==> config.mk <==
export PLATFORM = sky130hd
export DESIGN_NAME = rv_ctl
export DESIGN_NICKNAME = d
export VERILOG_FILES = /design/src/rtl/rv_ctl.sv
export SDC_FILE = /design/constraint.sdc
export NUM_CORES = 1
export LEC_CHECK = 0
export CORE_MARGIN = 4
export CORE_UTILIZATION = 34
export DETAILED_ROUTE_END_ITERATION = 10
export PLACE_DENSITY_LB_ADDON = 0.15
export SETUP_SLACK_MARGIN = 0.2
export SLEW_MARGIN = 0
export SYNTH_ARGS = -nofsm -noshare
export SYNTH_HDL_FRONTEND = slang
export SYNTH_SLANG_ARGS = --single-unit
==> constraint.sdc <==
create_clock -name clk -period 2.2 [get_ports clk]
set_input_delay 0.44 -clock clk [delete_from_list [all_inputs] [get_ports clk]]
set_output_delay 0.44 -clock clk [all_outputs]
set_load 0.02 [all_outputs]
==> src/rtl/rv_ctl.sv <==
// Multicycle control FSM for the RV32I-subset datapath rv_dp: sequences each instruction
// through fetch/decode/execute/memory/writeback and drives every datapath enable and select.
package rv_ctl_pkg;
   // Select encodings shared with the datapath.
   localparam logic       PC_PLUS4  = 1'b0;
   localparam logic       PC_ALU    = 1'b1;
   localparam logic [1:0] WB_ALUOUT = 2'd0;
   localparam logic [1:0] WB_MDR    = 2'd1;
   localparam logic [1:0] WB_PC     = 2'd2;
   localparam logic [1:0] IMM_L     = 2'd0;
   localparam logic [1:0] IMM_S     = 2'd1;
   localparam logic [1:0] IMM_B     = 2'd2;
   localparam logic [1:0] IMM_J     = 2'd3;
   localparam logic [1:0] ALUA_PCC  = 2'd0;
   localparam logic [1:0] ALUA_REG  = 2'd1;
   localparam logic [1:0] ALUB_IMM  = 2'd0;
   localparam logic [1:0] ALUB_REG  = 2'd1;
   localparam logic [3:0] ALU_ADD   = 4'd0;
   localparam logic [3:0] ALU_SUB   = 4'd1;
   localparam logic [3:0] ALU_SLL   = 4'd2;
   localparam logic [3:0] ALU_SLT   = 4'd3;
   localparam logic [3:0] ALU_SLTU  = 4'd4;
   localparam logic [3:0] ALU_XOR   = 4'd5;
   localparam logic [3:0] ALU_SRL   = 4'd6;
   localparam logic [3:0] ALU_SRA   = 4'd7;
   localparam logic [3:0] ALU_OR    = 4'd8;
   localparam logic [3:0] ALU_AND   = 4'd9;
   localparam logic [6:0] OP_R      = 7'b0110011;
   localparam logic [6:0] OP_I      = 7'b0010011;
   localparam logic [6:0] OP_LOAD   = 7'b0000011;
   localparam logic [6:0] OP_STORE  = 7'b0100011;
   localparam logic [6:0] OP_BRANCH = 7'b1100011;
   localparam logic [6:0] OP_JAL    = 7'b1101111;
endpackage

module rv_ctl
   import rv_ctl_pkg::*;
#(
   parameter int DPWIDTH = 32
) (
   input  logic               clk,
   input  logic               rst,
   input  logic [DPWIDTH-1:0] instr,
   input  logic               zero,
   input  logic               dmem_rdy,
   output logic               pcsourse,
   output logic               pcwrite,
   output logic               pccen,
   output logic               irwrite,
   output logic               regwen,
   output logic               mdrwrite,
   output logic [1:0]         wbsel,
   output logic [1:0]         immsel,
   output logic [1:0]         asel,
   output logic [1:0]         bsel,
   output logic [3:0]         alusel,
   output logic               dmem_re,
   output logic               dmem_we,
   output logic               instret,
   output logic               illegal
);

   typedef enum logic [3:0] {
      S_FETCH, S_DECODE, S_EXR, S_EXI, S_WB, S_MADDR,
      S_MRD, S_MWB, S_MWR, S_BR, S_JAL, S_TRAP
   } state_t;

   state_t state_q, state_d;

   logic [6:0] opcode;
   logic [2:0] funct3;
   logic       funct7_b5;
   logic       unused_instr_bits;

   assign opcode    = instr[6:0];
   assign funct3    = instr[14:12];
   assign funct7_b5 = instr[30];
   assign unused_instr_bits = ^{instr[DPWIDTH-1:31], instr[29:15], instr[11:7]};

   // funct7[5] selects SUB only for register-register ops; shifts honour it for both forms.
   function automatic logic [3:0] alu_decode(input logic [2:0] f3, input logic f7b5,
                                             input logic is_reg);
      case (f3)
         3'b000:  return (is_reg && f7b5) ? ALU_SUB : ALU_ADD;
         3'b001:  return ALU_SLL;
         3'b010:  return ALU_SLT;
         3'b011:  return ALU_SLTU;
         3'b100:  return ALU_XOR;
         3'b101:  return f7b5 ? ALU_SRA : ALU_SRL;
         3'b110:  return ALU_OR;
         default: return ALU_AND;
      endcase
   endfunction

   // NOTE: sequential state uses non-blocking assignments so every flop samples pre-edge values.
   always_ff @(posedge clk or posedge rst) begin
      if (rst) state_q <= S_FETCH;
      else     state_q <= state_d;
   end

   // NOTE: every output gets a default before the case so no path can infer a latch.
   always_comb begin
      state_d  = state_q;
      pcsourse = PC_PLUS4;
      pcwrite  = 1'b0;
      pccen    = 1'b0;
      irwrite  = 1'b0;
      regwen   = 1'b0;
      mdrwrite = 1'b0;
      wbsel    = WB_ALUOUT;
      immsel   = IMM_L;
      asel     = ALUA_PCC;
      bsel     = ALUB_IMM;
      alusel   = ALU_ADD;
      dmem_re  = 1'b0;
      dmem_we  = 1'b0;
      instret  = 1'b0;
      illegal  = 1'b0;

      case (state_q)
         S_FETCH: begin
            irwrite = 1'b1;
            pccen   = 1'b1;
            pcwrite = 1'b1;
            state_d = S_DECODE;
         end
         S_DECODE: begin
            // ALU computes pcc+imm here so BR/JAL find their target already in aluout.
            immsel = (opcode == OP_JAL) ? IMM_J : IMM_B;
            case (opcode)
               OP_R:             state_d = S_EXR;
               OP_I:             state_d = S_EXI;
               OP_LOAD, OP_STORE: state_d = S_MADDR;
               OP_BRANCH:        state_d = (funct3[2:1] == 2'b00) ? S_BR : S_TRAP;
               OP_JAL:           state_d = S_JAL;
               default:          state_d = S_TRAP;
            endcase
         end
         S_EXR: begin
            asel    = ALUA_REG;
            bsel    = ALUB_REG;
            alusel  = alu_decode(funct3, funct7_b5, 1'b1);
            state_d = S_WB;
         end
         S_EXI: begin
            asel    = ALUA_REG;
            alusel  = alu_decode(funct3, funct7_b5, 1'b0);
            state_d = S_WB;
         end
         S_WB: begin
            regwen  = 1'b1;
            instret = 1'b1;
            state_d = S_FETCH;
         end
         S_MADDR: begin
            asel    = ALUA_REG;
            immsel  = (opcode == OP_STORE) ? IMM_S : IMM_L;
            state_d = (opcode == OP_STORE) ? S_MWR : S_MRD;
         end
         S_MRD: begin
            asel     = ALUA_REG;
            dmem_re  = 1'b1;
            mdrwrite = dmem_rdy;
            if (dmem_rdy) state_d = S_MWB;
         end
         S_MWB: begin
            wbsel   = WB_MDR;
            regwen  = 1'b1;
            instret = 1'b1;
            state_d = S_FETCH;
         end
         S_MWR: begin
            asel    = ALUA_REG;
            immsel  = IMM_S;
            dmem_we = 1'b1;
            instret = dmem_rdy;
            if (dmem_rdy) state_d = S_FETCH;
         end
         S_BR: begin
            asel     = ALUA_REG;
            bsel     = ALUB_REG;
            alusel   = ALU_SUB;
            instret  = 1'b1;
            pcsourse = PC_ALU;
            pcwrite  = zero ^ funct3[0];
            state_d  = S_FETCH;
         end
         S_JAL: begin
            wbsel    = WB_PC;
            regwen   = 1'b1;
            pcwrite  = 1'b1;
            pcsourse = PC_ALU;
            instret  = 1'b1;
            state_d  = S_FETCH;
         end
         S_TRAP:  illegal = 1'b1;
         default: state_d = S_FETCH;
      endcase

      // Reset must silence the datapath immediately, not one edge later.
      if (rst) begin
         pcwrite  = 1'b0;
         pccen    = 1'b0;
         irwrite  = 1'b0;
         regwen   = 1'b0;
         mdrwrite = 1'b0;
         dmem_re  = 1'b0;
         dmem_we  = 1'b0;
         instret  = 1'b0;
      end
   end

endmodule

==> flow_metrics.tcl <==
set metrics [dict create \
    h-tree-depth 1 \
    worstSkewPairLatency_ps 240 \
    max_freq_mhz 508 \
    p_leak_nw 0.725 \
    setup_slack_ps 232 \
    syn_area_per_cell_um2 6.98 \
    ctsRootBufferMaster "clkbuf_4" \
    totalWireLength_mm 2.61 \
    antennaDiodeCount 0 \
    place_inst 189 \
    synthCells 98 \
    overflow 0 \
    worstPathCellList "or2_4, buf_4, nor2_2, buf_4, clkdlybuf4s15_2" \
    crit_type "flop to primary output" \
    yosysSeqAreaShare_pct 14.6 \
    portBuffers 34 \
    core_area_mm2 0.00182 \
    reg_top3 "state_q (4)" \
    busiest_layer "met2" \
    worstSetupStartpointType "flop" \
    vias 993 \
    top_register "state_q" \
    setup_viol 0 \
    reg2reg_to "state_q[0]" \
    cts-buffers-inserted 3 \
    hold_viol 0 \
    grtUsageMet1_pct 21.3 \
    synth_edf_count 0 \
    worstPathArrival_ps 1530 \
    die_h_um 52.9 \
    syn_to_final_growth_pct 99.3 \
    rrSetupSlack_ps 800 \
    clk_pin_slew_ps 30 \
    grt_pass1_vias 964 \
    cts_buffer_depth 2 \
    drt-pass1-iter-count 4 \
    start_util_pct 37.6 \
    drive_above_1_share_pct 52.4 \
    hold_path_class "primary input to asynchronous set/reset pin" \
    worstPathRequired_ps 1760 \
    critPathLaunch "state_q[2]" \
    hpwlAfterDp_mm 2.06 \
    cts_tree "built" \
    cp_num_cells 5 \
    stdcell_area_mm2 0.00136 \
    power.total_mw 1.45 \
    io_pins 58 \
    crit_path_end "immsel[1]" \
    via_per_inst 5.15 \
    fin_cells 193 \
    met2_usage_pct 38.0 \
    cp_common_cell "buf_4" \
    yosys.area.top_type "dfrtp_1" \
    rsz0062_at_grt "true" \
    synthTopCellsByArea "dfrtp_1, a21oi_1, nor2_1, buf_4, o21ai_1" \
    timing.rr.start "state_q[3]" \
    netlist_area_um2 684 \
    synth_seq_cells 4 \
    die_x_um 52.9 \
    ir_worst_vdd_mv 0.726 \
    antenna_left 0 \
    use_met3_pct 1.69 \
    nets 206 \
    gp_congestion 0.853 \
    crit_buf_inv 3 \
    wl_per_cell_um 13.5 \
    crit_family "buffers and inverters" \
    ys.flop_type "dfrtp_1" \
    drcViolationCount 0 \
    place_area_mm2 0.00130 \
    finClkSkew_ps 0.890 \
    largest_reg_flops 4 \
    dp_worst_setup_slack_ps -461 \
    cp_slowest_cell "dfrtp_1" \
    min_period_ps 1970 \
    yosys_warnings 0 \
    finalCritPeriodShare_pct 89.5 \
    powerDensity_mw_per_mm2 1060 \
    status "finished clean" \
    cp_max_fo 4 \
    synth_top_area_share_pct 14.6 \
    track_usage_pct 19.6 \
    rows 15 \
    initialDrtViolationCount 12 \
    clock-sinks 4 \
    max-cap-violations 0 \
    grt_first_pass_wirelength_mm 4.09 \
    setup.worst_path.end_class "primary output" \
    dieArea_mm2 0.00279 \
    max_stage_delay_ps 390 \
    grt_max_degree 10 \
    synth.distinct_cells 37 \
    antenna_found_initial 0 \
    r2r_cells 6 \
    finalMaxSlewViolations 0 \
    ys_async_sr_fraction_pct 100 \
]
-- layer usage --
metal / up-vias / routed length, µm
met5: - / 0
met4: 0 / 27
met3: 4 / 114
met2: 27 / 1490
met1: 472 / 979
li1: 490 / -
-- power by group --
group	switching [mW]	internal, mW
Combinational	0.627	0.586
Clock	0.0291	0.0609
Sequential	0.0389	0.109
Total	0.695	0.756
-- timing repair --
action | 4_1_cts | 5_1_grt
pin swaps | 1 | 9
gates resized for setup | 77 | 38
setup endpoints to repair | 20 | 16
hold endpoints to repair | 0 | 0
gates cloned | 0 | 0
setup buffers | 0 | 1
hold buffers | 0 | 0
-- how the worst min path moves through the flow --
stage | from | endpoint | slack [ps] | cells after the start
after floorplan | rst | state_q[0] | 210 | 1
after global placement | state_q[3] | state_q[1] | 630 | 2
after detailed placement | state_q[3] | state_q[2] | 630 | 2
after CTS | rst | state_q[2] | 410 | 3
after global routing | rst | state_q[0] | 450 | 3
final | rst | state_q[0] | 420 | 3
-- cell usage after synthesis, types with 2 or more instances --
| cell type | number |
|---|---|
| nor3_1 | 4 |
| buf_4 | 5 |
| mux2i_1 | 3 |
| buf_2 | 2 |
| nor2b_4 | 2 |
| o21ai_1 | 7 |
| xnor2_1 | 2 |
| nor3b_1 | 2 |
| a21oi_1 | 9 |
| nor4_1 | 2 |
| nand2b_1 | 5 |
| dfrtp_1 | 4 |
| inv_1 | 2 |
| and3_1 | 4 |
| nor2_1 | 11 |
| nand3_1 | 2 |
| a31oi_1 | 2 |
| nor2b_1 | 3 |
| nand2_1 | 9 |
-- layout by cell type, fill, tap and decap left out, types with 3 or more instances in the layout --
master           count
a21oi_2              3
dfrtp_1              3
dlymetal6s2s_1       8
clkbuf_2             5
dlygate4sd2_1        5
buf_4               41
clkdlybuf4s15_2      3
o21ai_1              6
a21oi_1              6
nor2_1               8
nand2b_4             3
nand2b_1             4
buf_2                9
nand2_1              8
clkbuf_4             3
mux2i_1              3
and3_1               3
-- worst min-delay path: cells and delay by family --
kind                   cells  cell delay, ps
buffers and inverters      3             540
-- layout make-up --
type / count / area (µm²)
flip-flops and latches: 4 / 101
multi-input cells: 86 / 624
clock buffers: 3 / 22.5
well taps: 25 / 31.3
fillers: 156 / 457
repair buffers: 73 / 577
inverters: 2 / 7.51
-- per-stage QoR --
stage,TNS (ps),hold slack [ps],utilization (%)
CTS,-6.09,408,72.6
finish,0,421,74.9
detailed placement,-2810,632,71.6
floorplan,0,211,-
global route,0,446,74.9
global placement,-2620,635,71.6
-- cells by family (layout without fill, tap and decap cells) --
group                  after synthesis  after routing  synth area share [%]
XOR/XNOR                             2              2                  2.56
multiplexers                         3              3                  4.39
buffers and inverters                9             78                  8.04
AO/OA/AOI/OAI                       26             26                  23.2
AND/OR/NAND/NOR                     53             53                  46.6
flip-flops                           4              4                  14.6
other                                1              2                 0.548
(Power assumes the default switching activity.)
